--- src/rtl/store_buffer.sv ---
// store_buffer: in-order word store buffer with drain FSM and youngest-match load forwarding
module store_buffer #(
  parameter int DEPTH = 4
) (
  input  logic        clk,
  input  logic        reset,
  input  logic        MemWrite,
  input  logic [31:0] DataAdr,
  input  logic [31:0] WriteData,
  output logic [31:0] ReadData,
  output logic        Stall,
  output logic        Empty,
  output logic        mem_req,
  output logic [31:0] mem_adr,
  output logic [31:0] mem_wdata,
  input  logic        mem_ack,
  output logic [31:0] mem_radr,
  input  logic [31:0] mem_rdata
);
  localparam int AW = $clog2(DEPTH);
  localparam int CW = AW + 1;
  typedef enum logic {IDLE, REQ} state_t;
  state_t state;
  logic [29:0] adr_q [DEPTH];
  logic [31:0] dat_q [DEPTH];
  logic [AW-1:0] head, tail, idx;
  logic [CW-1:0] count, count_next;
  logic push, pop, hit;
  logic [31:0] fwd_data;
  assign Stall      = MemWrite & (count == CW'(DEPTH));
  assign push       = MemWrite & (count != CW'(DEPTH));
  assign pop        = (state == REQ) & mem_ack;
  assign count_next = count + CW'(push) - CW'(pop);
  assign Empty      = count == '0;
  assign mem_req    = state == REQ;
  assign mem_adr    = {adr_q[head], 2'b00};
  assign mem_wdata  = dat_q[head];
  assign mem_radr   = DataAdr;
  assign ReadData   = (!MemWrite && hit) ? fwd_data : mem_rdata;
  // scan oldest to youngest so the last live match (the youngest) wins
  always_comb begin
    hit = 1'b0;
    fwd_data = '0;
    idx = '0;
    for (int k = 0; k < DEPTH; k++) begin
      idx = head + AW'(k);
      if (CW'(k) < count && adr_q[idx] == DataAdr[31:2]) begin
        hit = 1'b1;
        fwd_data = dat_q[idx];
      end
    end
  end
  // pointers, occupancy and drain state; a pop leaves REQ only when the buffer empties
  always_ff @(posedge clk or posedge reset) begin
    if (reset) begin
      state <= IDLE;
      head  <= '0;
      tail  <= '0;
      count <= '0;
    end else begin
      if (push) tail <= tail + AW'(1);
      if (pop) head <= head + AW'(1);
      count <= count_next;
      state <= (state == REQ) ? ((count_next == '0) ? IDLE : REQ) : ((count != '0) ? REQ : IDLE);
    end
  end
  // entry storage is unreset; liveness comes from head/count alone
  always_ff @(posedge clk) begin
    if (push) begin
      adr_q[tail] <= DataAdr[31:2];
      dat_q[tail] <= WriteData;
    end
  end
endmodule

--- config.mk ---
export PLATFORM = sky130hd
export DESIGN_NAME = store_buffer
export DESIGN_NICKNAME = d
export VERILOG_FILES = /design/src/rtl/store_buffer.sv
export SDC_FILE = /design/constraint.sdc
export NUM_CORES = 1
export LEC_CHECK = 0
export CAP_MARGIN = 10
export CELL_PAD_IN_SITES_DETAIL_PLACEMENT = 1
export CELL_PAD_IN_SITES_GLOBAL_PLACEMENT = 1
export CORE_AREA = 2 2 204 206
export CTS_CLUSTER_DIAMETER = 100
export DETAILED_ROUTE_END_ITERATION = 6
export DIE_AREA = 0 0 206 208
export GPL_ROUTABILITY_DRIVEN = 1
export PLACE_DENSITY_LB_ADDON = 0.05
export SYNTH_ARGS = -nofsm -noshare
export SYNTH_HDL_FRONTEND = slang
export SYNTH_SLANG_ARGS = --single-unit
--- constraint.sdc ---
create_clock -name clk -period 12.4 [get_ports clk]
set_input_delay 2.48 -clock clk [delete_from_list [all_inputs] [get_ports clk]]
set_output_delay 2.48 -clock clk [all_outputs]
set_load 0.01 [all_outputs]
After elaboration in Yosys (flattened, before gate mapping)

Memories as Yosys holds them, arrays and structs flattened.
Index checks and enable logic that the tools add are counted.

$add $sub $neg: 6
Magnitude comparators: 4
Equality and inequality tests: 6
Muxes and demuxes: 14
Bitwise gates (word level): 3
Reduce and logical (&&, ||, !) cells: 9

Operators with widths:

| cell                                                                | number |
|---|---|
| 32-bit 2-to-1 mux                                                   | 5 |
| 30-bit equality test                                                | 4 |
| 1-bit 2-to-1 mux                                                    | 9 |
| 3-bit logical NOT                                                   | 2 |
| 1-bit by 3-bit < comparator with 1-bit output, first input constant | 2 |
| 2-bit by 3-bit < comparator with 1-bit output, first input constant | 2 |
| 1-bit logical AND                                                   | 5 |
| 2-bit by 1-bit adder with 2-bit output, second input constant       | 2 |
| 2-bit adder, second input constant                                  | 2 |
| 3-bit by 1-bit adder with 3-bit output                              | 1 |
| 1-bit AND                                                           | 3 |
| 3-bit equality test, second input constant                          | 1 |
| 3-bit inequality test, second input constant                        | 1 |
| 3-bit nonzero test                                                  | 1 |
| 3-bit by 1-bit subtractor with 3-bit output                         | 1 |
| 1-bit logical NOT                                                   | 1 |

Bits in registers: 8
Bits in writable memories: 248
Input port bits: 100
Output and inout port bits: 131
Word-level logic and storage cells: 48
Memories: 2

Memory list:

| memory | words | width | read ports | clocked after Yosys merged registers in | write ports | line | source |
|---|---|---|---|---|---|---|---|
| dat_q  | 4     | 32    | 4          | 0                                       | 1           | 25   | `logic [31:0] dat_q [DEPTH];` |
| adr_q  | 4     | 30    | 4          | 0                                       | 1           | 24   | `logic [29:0] adr_q [DEPTH];` |

Longest topological paths before layout

Gate-level depths: netlist of run 1.
An unclocked memory read counts as a cell.

Depth in word-level cells: 9
Depth in mapped cells: 16
Mapped depth without buffers: 11

Least setup slack after synthesis of run 1

No wires, ideal clock.

Kind: input to output
Start point: input port DataAdr[21]
End point: output port ReadData[21]
Arrival time: 4.768 ns
Setup slack: 5.152 ns
Stages on the path: 10
Path buffers: 2
Cells stage by stage: clkbuf_1 -> a222oi_1 -> nand4_1 -> a2111oi_4 -> nand4_4 -> nor2_4 -> buf_2 -> mux2i_1 -> o211ai_1 -> a21oi_1

Cells in the longest elaborated chain, start to end: 8
Elaborated cells on any way between the ends: 18
Classes of those cells: eq/ne: 4; mux: 9; reduce/logical: 5

RTL lines:

| element                       | line | source |
|---|---|---|
| from (decl)                   | 8    | `input logic [31:0] DataAdr,` |
| 30-bit equality test          | 47   | `if (CW'(k) < count && adr_q[idx] == DataAdr[31:2]) begin` |
| 1-bit logical AND             | 47   |  |
| 1-bit 2-to-1 mux (4 in a row) | 47   |  |
| 1-bit logical AND             | 39   | `assign ReadData = (!MemWrite && hit) ? fwd_data : mem_rdata;` |
| 32-bit 2-to-1 mux (*)         | 39   |  |
| to (decl)                     | 10   | `output logic [31:0] ReadData,` |

Mark *: on every way between the ends. The rest lies on a longest branch, timed or not.

Worst setup path after layout of run 1

Start point: input port DataAdr[21]
End point: output port ReadData[16]

Same word-level chain as after synthesis.

==> impl_metrics.py, run 1 <==
metrics = {
    "timing": {
        "min_period_ps": 10260,
        "worst_slew_pin_slew_ps": 1139,
        "fin_ws_ps": 2138,
        "maxSlewViolCount": 0,
        "finClkSkew_ps": 12.49,
        "finalSetupTns_ps": 0,
        "worst_hold_slack_ps": 546.3,
        "maxSlewHeadroom_pct": 23.86,
        "setup_viol": 0,
        "finalCritPeriodShare_pct": 82.76,
        "rsz0062_at_grt": "false",
        "timing.fmax_mhz": 97.44,
        "hold_viol": 0,
    },
    "routing": {
        "met1_length_um": 26900,
        "drtIter0Drc": 970,
        "wl_met2_um": 25850,
        "dr_wl_met3_um": 3703,
        "drc": 0,
        "drt_pass1_iterations": 5,
        "ant_nets": 0,
        "post_drt_wl_per_cell_um": 26.25,
        "routed_wirelength_um": 57570,
        "top_layer": "met5",
        "num_vias": 13550,
        "vias_per_cell": 6.179,
    },
    "place": {
        "place_inst": 2136,
        "place.gp.congestion": 0.8889,
        "port_buffers": 224,
        "post-place-ws_ps": 2137,
        "detailed_place.area_um2": 19940,
        "dp_hpwl_um": 38130,
    },
    "layout": {
        "stdcell_count": 2193,
        "area_delta_synth_final_pct": 17.74,
        "nets": 1746,
        "diodes": 0,
        "drive_above_1_share_pct": 14.69,
        "mostFrequentLayoutCell": "edfxtp_1",
        "fin_util_pct": 51.55,
        "fillCellCount": 4196,
        "final_area_um2": 20910,
        "multiInputGateArea_um2": 9024,
        "ff_latch_area_um2": 7655,
        "final_cell_mix": "edfxtp_1 (248), clkdlybuf4s50_1 (224), mux2i_1 (203)",
    },
    "floorplanning": {
        "die_h_um": 208,
        "num_rows": 74,
        "ios": 231,
        "core_um2": 40550,
        "die_area_um2": 42850,
        "die_w_um": 206,
        "start_util_pct": 43.79,
    },
    "power_and_ir_drop": {
        "power.density_nw_per_um2": 235.5,
        "ir_worst_vdd_mv": 0.1983,
        "finalPower_mw": 4.924,
        "cellLeakagePower_nw": 7.185,
    },
    "setup_path": {
        "regToRegSetupSlack_ps": 9310,
        "cp_max_fo": 34,
        "start_kind": "primary input",
        "crit_required_ps": 9920,
        "r2r_start": "count[0]",
        "r2r-end": "dat_q[0][18]",
        "r2r_cells": 4,
        "worst-setup-path-type": "in -> out",
        "crit_arrival_ps": 7780,
        "critPathCaptureType": "output pin",
    },
    "clocking": {
        "cts_resized": 0,
        "cts_tree": "built",
        "cts_made_buffers": 31,
        "htree_levels": 1,
        "clk_pin_slew_ps": 60,
        "worstSkewPairLatency_ps": 580,
        "root_buffer": "clkbuf_16",
        "max-clock-path-buffers": 3,
        "ctsHoldBuffers": 0,
        "cts_setup_buffers": 0,
        "cts.sinks": 256,
    },
    "logic_synthesis": {
        "yosysWarnings": 0,
        "synth_cells": 1535,
        "synth_area_leader_cell": "edfxtp_1",
        "ys_types": 68,
        "synth_area_leaders": "edfxtp_1 (42%), mux2i_1 (11%), mux4_2 (5.2%)",
        "netlist.area_leader.share_pct": 41.94,
        "ys.flop_type": "edfxtp_1",
        "async_reset_ff_share_pct": 3.125,
        "synth_edf_count": 248,
        "synth-seq-area-share_pct": 43.07,
        "syn_avg_cell_area_um2": 11.57,
        "ys_ff_latch": 256,
        "netlist_area_um2": 17760,
    },
    "global_routing": {
        "grt_use_total_pct": 26.49,
        "grt_overflow": 0,
        "antenna_found_initial": 3,
        "grt_max_degree": 162,
        "grt_pass1_vias": 14090,
        "grt_pass1_wl_um": 86530,
    },
    "run_status": {
        "outcome": "finished, final reports clean",
    },
    "run": {
        "max_cap_viol_count": 0,
    },
    "worst_hold_path": {
        "min_to": "mem_req",
        "holdPathStages": 1,
        "min_path_type": "reg -> reg",
        "worstHoldStart": "mem_req",
    },
}
[report_power, final]
part	total, mW	switching (mW)	internal, mW
clock	0.879	0.361	0.518
combinational	2.73	1.51	1.22
sequential	1.31	0.163	1.15
[Yosys cell counts, drive strengths merged, types with 24 or more instances]
| cell type | count |
|---|---|
| edfxtp | 248 |
| mux2i | 204 |
| buf | 109 |
| xnor2 | 85 |
| a21oi | 77 |
| clkbuf | 67 |
| mux2 | 67 |
| o211ai | 66 |
| nor2 | 50 |
| inv | 47 |
| o21ai | 43 |
| mux4 | 41 |
| a211oi | 34 |
| a31oi | 32 |
| nor2b | 32 |
| a211o | 31 |
| a32o | 30 |
| nand2b | 30 |
| or2 | 30 |
| o221a | 29 |
| xor2 | 24 |
[routing by layer]
metal | vias to the layer above | global-route usage (%)
li1 | 6147 | -
met1 | 6921 | 38.94
met2 | 405 | 40.85
met3 | 74 | 4.652
met4 | 4 | 5.616
met5 | - | 0
[cell type report]
cell class | count | area share [%]
clock buffer | 40 | 3.872
clock inverter | 17 | 0.7361
inverter | 48 | 0.8737
multi-input combinational | 1056 | 43.16
sequential | 256 | 36.61
tap | 532 | 3.184
timing repair buffer | 244 | 11.56
[logic make-up (layout without fill, tap and decap cells)]
logic type	after synthesis	after routing	share of synthesized area (%)
DFF	256	256	43.07
and+or+nand+nor	224	224	7.025
other	1	2	0.02112
adders and majority gates	9	9	0.6765
muxes	312	312	20.97
buffers and inverters	224	349	6.271
AOI/OAI and AO/OA	400	400	16.59
xor gates and xnor gates	109	109	5.376
[flip-flops by register name, summed over array words and instances (netlist names)]
register / flops
dat_q: 128
count: 3
adr_q: 120
head: 2
tail: 2
mem_req: 1
[worst max path at each step]
| stage | start | endpoint | slack [ps] | cells after the start |
|---|---|---|---|---|
| 2_1_floorplan | DataAdr[21] | ReadData[21] | 5150 | 10 |
| 3_3_place_gp | DataAdr[21] | ReadData[19] | 2230 | 11 |
| 3_5_place_dp | DataAdr[21] | ReadData[16] | 2140 | 11 |
| 4_1_cts | DataAdr[21] | ReadData[16] | 2140 | 11 |
| 5_1_grt | DataAdr[21] | ReadData[19] | 1870 | 11 |
| 6_report | DataAdr[21] | ReadData[16] | 2140 | 11 |
[worst max-delay path: stages]
cell and delay, ps:
clkdlybuf4s50_1 690, a222oi_1 510, nand4_1 200, a2111oi_4 530
nand4_4 650, nor2_4 1130, buf_4 390, mux2i_1 210
o211ai_1 100, a21oi_1 240, clkdlybuf4s50_1 570
No activity file was read; power rests on OpenSTA's default activity.
==> inputs of run 2 (changes only) <==
--- a/config.mk
+++ b/config.mk
@@ -8,10 +8,10 @@
 export CAP_MARGIN = 10
 export CELL_PAD_IN_SITES_DETAIL_PLACEMENT = 1
 export CELL_PAD_IN_SITES_GLOBAL_PLACEMENT = 1
-export CORE_AREA = 2 2 204 206
+export CORE_AREA = 2 2 212 214
 export CTS_CLUSTER_DIAMETER = 100
 export DETAILED_ROUTE_END_ITERATION = 6
-export DIE_AREA = 0 0 206 208
+export DIE_AREA = 0 0 214 216
 export GPL_ROUTABILITY_DRIVEN = 1
 export PLACE_DENSITY_LB_ADDON = 0.05
 export SYNTH_ARGS = -nofsm -noshare
==> constraint.sdc (replaced) <==
create_clock -name clk -period 9.25 [get_ports clk]
set_input_delay 1.85 -clock clk [delete_from_list [all_inputs] [get_ports clk]]
set_output_delay 1.85 -clock clk [all_outputs]
set_load 0.01 [all_outputs]
==> impl_metrics.py, run 2 (same netlist as run 1, synthesis figures left out) <==
metrics = {
    "setup_path": {
        "regToRegSetupSlack_ps": 6400,
        "crit_required_ps": 7400,
        "worst-setup-path-type": "in -> out",
        "cp_max_fo": 32,
        "critPathCaptureType": "output pin",
        "start_kind": "primary input",
        "r2r_cells": 10,
        "r2r-end": "mem_req",
        "r2r_start": "count[0]",
        "crit_arrival_ps": 6470,
    },
    "clocking": {
        "htree_levels": 1,
        "cts.sinks": 256,
        "clk_pin_slew_ps": 60,
        "cts_made_buffers": 30,
        "max-clock-path-buffers": 3,
        "root_buffer": "clkbuf_16",
        "cts_tree": "built",
        "ctsHoldBuffers": 0,
        "cts_resized": 0,
        "worstSkewPairLatency_ps": 580,
        "cts_setup_buffers": 0,
    },
    "floorplanning": {
        "die_w_um": 214,
        "core_um2": 43840,
        "num_rows": 77,
        "start_util_pct": 40.51,
        "die_area_um2": 46220,
        "ios": 231,
        "die_h_um": 216,
    },
    "timing": {
        "timing.fmax_mhz": 120.2,
        "maxSlewHeadroom_pct": 24.22,
        "maxSlewViolCount": 0,
        "worst_slew_pin_slew_ps": 1137,
        "worst_hold_slack_ps": 504.6,
        "min_period_ps": 8319,
        "finalCritPeriodShare_pct": 89.94,
        "setup_viol": 0,
        "hold_viol": 0,
        "finClkSkew_ps": 21.45,
        "finalSetupTns_ps": 0,
        "rsz0062_at_grt": "false",
    },
    "global_routing": {
        "grt_pass1_wl_um": 89380,
        "grt_overflow": 0,
        "antenna_found_initial": 3,
        "grt_pass1_vias": 14340,
        "grt_use_total_pct": 25.13,
        "grt_max_degree": 100,
    },
    "routing": {
        "post_drt_wl_per_cell_um": 26.04,
        "drt_pass1_iterations": 6,
        "drc": 0,
        "top_layer": "met5",
        "num_vias": 13640,
        "ant_nets": 0,
        "routed_wirelength_um": 59060,
        "wl_met2_um": 26470,
        "drtIter0Drc": 1124,
        "vias_per_cell": 6.013,
        "met1_length_um": 27550,
        "dr_wl_met3_um": 3725,
    },
    "power_and_ir_drop": {
        "ir_worst_vdd_mv": 0.2038,
        "power.density_nw_per_um2": 314.5,
        "cellLeakagePower_nw": 7.256,
    },
    "worst_hold_path": {
        "min_to": "mem_req",
        "holdPathStages": 1,
        "min_path_type": "reg -> reg",
        "worstHoldStart": "mem_req",
    },
    "layout": {
        "nets": 1762,
        "drive_above_1_share_pct": 15.69,
        "final_cell_mix": "edfxtp_1 (248), clkdlybuf4s50_1 (224), mux2i_1 (203)",
        "mostFrequentLayoutCell": "edfxtp_1",
        "diodes": 0,
        "largest_reg_flops": 128,
        "largest-register": "dat_q",
        "stdcell_count": 2268,
        "area_delta_synth_final_pct": 18.84,
        "fin_util_pct": 48.14,
        "top_regs": "dat_q: 128 flops, adr_q: 120 flops, count: 3 flops",
    },
    "run": {
        "max_cap_viol_count": 0,
    },
    "place": {
        "place.gp.congestion": 0.8910,
        "place_inst": 2213,
        "dp_hpwl_um": 39620,
        "port_buffers": 224,
    },
    "run_status": {
        "outcome": "finished, final reports clean",
    },
}
## run 2: cell count changes in the layout (fill, tap and decap cells not counted), moves of 2 or more
cell        change
and2_4          +3
clkinvlp_4      +3
buf_4          +18
clkbuf_1        -6
clkinv_1        +2
and2_2          -3
## run 2: worst max path at each step
| stage | cells after the start | start | slack, ps | end |
|---|---|---|---|---|
| finish | 10 | DataAdr[17] | 930 | ReadData[30] |
| global route | 10 | DataAdr[11] | 850 | ReadData[30] |
| detailed placement | 10 | DataAdr[11] | 990 | ReadData[30] |
| floorplan | 10 | DataAdr[21] | 3260 | ReadData[21] |
| CTS | 10 | DataAdr[11] | 990 | ReadData[30] |
| global placement | 10 | DataAdr[17] | 1090 | ReadData[30] |
## run 2: worst max-delay path: stages
cell             delay [ps]
clkdlybuf4s50_1         870
xnor2_1                 160
nor4_1                  640
a22oi_1                 230
a211o_1                 370
o22ai_2                 320
and2b_2                 750
nand4b_1                170
a221oi_1                470
clkdlybuf4s50_1         620
## run 2: area by class of cell
cell class	count	area (um2)
inverters	48	185.2
multi-input cells	1056	9024
clock inverters	21	178.9
repair buffers	261	2532
fillers	4541	22730
well taps	592	740.7
flip-flops and latches	256	7655
clock buffers	34	787.0
## run 2: routing by layer
layer	global-route usage, %	up-vias
li1	-	6179
met4	6.084	6
met1	36.10	6965
met3	4.736	80
met5	0	-
met2	39.16	407
## run 2: report_power, final
group | internal (mW) | leakage, nW | switching, mW | total [mW]
Clock | 0.688 | 0.464 | 0.490 | 1.18
Combinational | 1.65 | 4.43 | 2.04 | 3.69
Sequential | 1.54 | 2.36 | 0.226 | 1.77
Total | 3.88 | 7.26 | 2.75 | 6.64
## run 2: stage by stage
stage	cell area, um2	setup slack, ps	total power [mW]
2_1_floorplan	17760	3262	4.221
3_3_place_gp	20140	1090	5.419
3_5_place_dp	20140	993.9	5.466
4_1_cts	21100	992.9	6.668
5_1_grt	21100	853.5	7.012
6_report	21100	930.8	6.636
==> inputs of run 3 (changes only) <==
--- a/config.mk
+++ b/config.mk
@@ -9,7 +9,8 @@
 export CELL_PAD_IN_SITES_DETAIL_PLACEMENT = 1
 export CELL_PAD_IN_SITES_GLOBAL_PLACEMENT = 1
 export CORE_AREA = 2 2 212 214
-export CTS_CLUSTER_DIAMETER = 100
+export CTS_BUF_LIST = sky130_fd_sc_hd__clkbuf_4 sky130_fd_sc_hd__clkbuf_8 sky130_fd_sc_hd__clkbuf_16
+export CTS_CLUSTER_DIAMETER = 80
 export DETAILED_ROUTE_END_ITERATION = 6
 export DIE_AREA = 0 0 214 216
 export GPL_ROUTABILITY_DRIVEN = 1
==> impl_metrics.py, run 3 (same netlist as run 1, synthesis figures left out) <==
metrics = {
    "layout": {
        "diodes": 0,
        "drive_above_1_share_pct": 15.87,
        "top_regs": "dat_q: 128 flops, adr_q: 120 flops, count: 3 flops",
        "largest_reg_flops": 128,
        "mostFrequentLayoutCell": "edfxtp_1",
        "largest-register": "dat_q",
        "nets": 1762,
        "fin_util_pct": 48.27,
        "stdcell_count": 2268,
        "area_delta_synth_final_pct": 19.17,
        "final_cell_mix": "edfxtp_1 (248), clkdlybuf4s50_1 (224), mux2i_1 (203)",
    },
    "routing": {
        "drtIter0Drc": 1025,
        "drc": 0,
        "ant_nets": 0,
        "routed_wirelength_um": 58800,
        "drt_pass1_iterations": 5,
        "vias_per_cell": 5.991,
        "num_vias": 13590,
        "post_drt_wl_per_cell_um": 25.93,
    },
    "clocking": {
        "cts_made_buffers": 30,
        "cts.sinks": 256,
        "htree_levels": 1,
        "max-clock-path-buffers": 3,
        "cts_resized": 0,
        "clk_pin_slew_ps": 60,
        "ctsHoldBuffers": 0,
        "cts_tree": "built",
        "root_buffer": "clkbuf_16",
        "cts_setup_buffers": 0,
        "worstSkewPairLatency_ps": 580,
    },
    "floorplanning": {
        "ios": 231,
        "die_h_um": 216,
        "start_util_pct": 40.51,
        "die_w_um": 214,
        "core_um2": 43840,
        "die_area_um2": 46220,
        "num_rows": 77,
    },
    "run_status": {
        "outcome": "finished, final reports clean",
    },
    "setup_path": {
        "cp_max_fo": 32,
        "critPathCaptureType": "output pin",
        "regToRegSetupSlack_ps": 6420,
        "crit_arrival_ps": 6410,
        "start_kind": "primary input",
        "crit_required_ps": 7400,
        "r2r_start": "count[0]",
        "worst-setup-path-type": "in -> out",
        "r2r_cells": 10,
        "r2r-end": "mem_req",
    },
    "timing": {
        "rsz0062_at_grt": "false",
        "finClkSkew_ps": 19.05,
        "hold_viol": 0,
        "worst_slew_pin_slew_ps": 1116,
        "maxSlewViolCount": 0,
        "setup_viol": 0,
        "finalSetupTns_ps": 0,
        "maxSlewHeadroom_pct": 25.59,
        "min_period_ps": 8262,
        "timing.fmax_mhz": 121.0,
        "finalCritPeriodShare_pct": 89.32,
    },
    "run": {
        "max_cap_viol_count": 0,
    },
    "global_routing": {
        "grt_pass1_wl_um": 89170,
        "grt_pass1_vias": 14290,
        "antenna_found_initial": 3,
        "grt_overflow": 0,
        "grt_max_degree": 100,
        "grt_use_total_pct": 25.09,
    },
    "worst_hold_path": {
        "min_path_type": "reg -> reg",
        "min_to": "mem_req",
        "holdPathStages": 1,
        "worstHoldStart": "mem_req",
    },
    "place": {
        "dp_hpwl_um": 39620,
        "place.gp.congestion": 0.8910,
        "port_buffers": 224,
        "place_inst": 2213,
    },
    "power_and_ir_drop": {
        "cellLeakagePower_nw": 7.290,
        "power.density_nw_per_um2": 316.5,
        "ir_worst_vdd_mv": 0.1939,
    },
}
## run 3: cell type report
type / count / area [um2]
repair buffers: 261 / 2532
clock buffers: 34 / 798.3
clock inverters: 21 / 226.5
flip-flops and latches: 256 / 7655
fillers: 4532 / 22670
inverters: 48 / 185.2
well taps: 592 / 740.7
multi-input cells: 1056 / 9024
## run 3: worst max path at each step
stage                 from           end  slack (ps)  cells after the start
3_3_place_gp   DataAdr[17]  ReadData[30]        1090                     10
3_5_place_dp   DataAdr[11]  ReadData[30]         990                     10
4_1_cts        DataAdr[11]  ReadData[30]        1000                     10
6_report       DataAdr[11]  ReadData[30]         990                     10
5_1_grt        DataAdr[11]  ReadData[30]         850                     10
2_1_floorplan  DataAdr[21]  ReadData[21]        3260                     10
## run 3: metrics by stage
step | setup WS [ps] | instance area (um2) | power, mW | hold slack, ps
2_1_floorplan | 3262 | 17760 | 4.221 | 525.1
3_3_place_gp | 1090 | 20140 | 5.419 | 481.3
3_5_place_dp | 993.9 | 20140 | 5.466 | 498.2
4_1_cts | 998.9 | 21160 | 6.731 | 510.9
5_1_grt | 852.7 | 21160 | 7.077 | 535.7
6_report | 987.7 | 21160 | 6.697 | 499.7
## run 3: report_power, final
group / switching (mW) / leakage (nW) / total, mW / internal [mW]
combinational: 2.04 / 4.43 / 3.69 / 1.65
sequential: 0.224 / 2.36 / 1.77 / 1.54
clock: 0.491 / 0.498 / 1.24 / 0.752
total: 2.75 / 7.29 / 6.70 / 3.95
## run 3: routing by layer
layer / share of wire (%) / global-route usage (%) / wire, um / vias to the layer above
met5: 0.068 / 0 / 40 / -
li1: - / - / - / 6184
met3: 5.9 / 4.736 / 3463 / 89
met4: 2.2 / 6.037 / 1289 / 6
met1: 47 / 36.20 / 27800 / 6929
met2: 45 / 38.91 / 26210 / 379
## run 3: worst max-delay path: stages
cell and delay [ps]:
clkdlybuf4s50_1 870, xnor2_1 150, nor4_1 610, a22oi_1 230, a211o_1 370, o22ai_2 320, and2b_2 740, nand4b_1 170
a221oi_1 470, clkdlybuf4s50_1 620
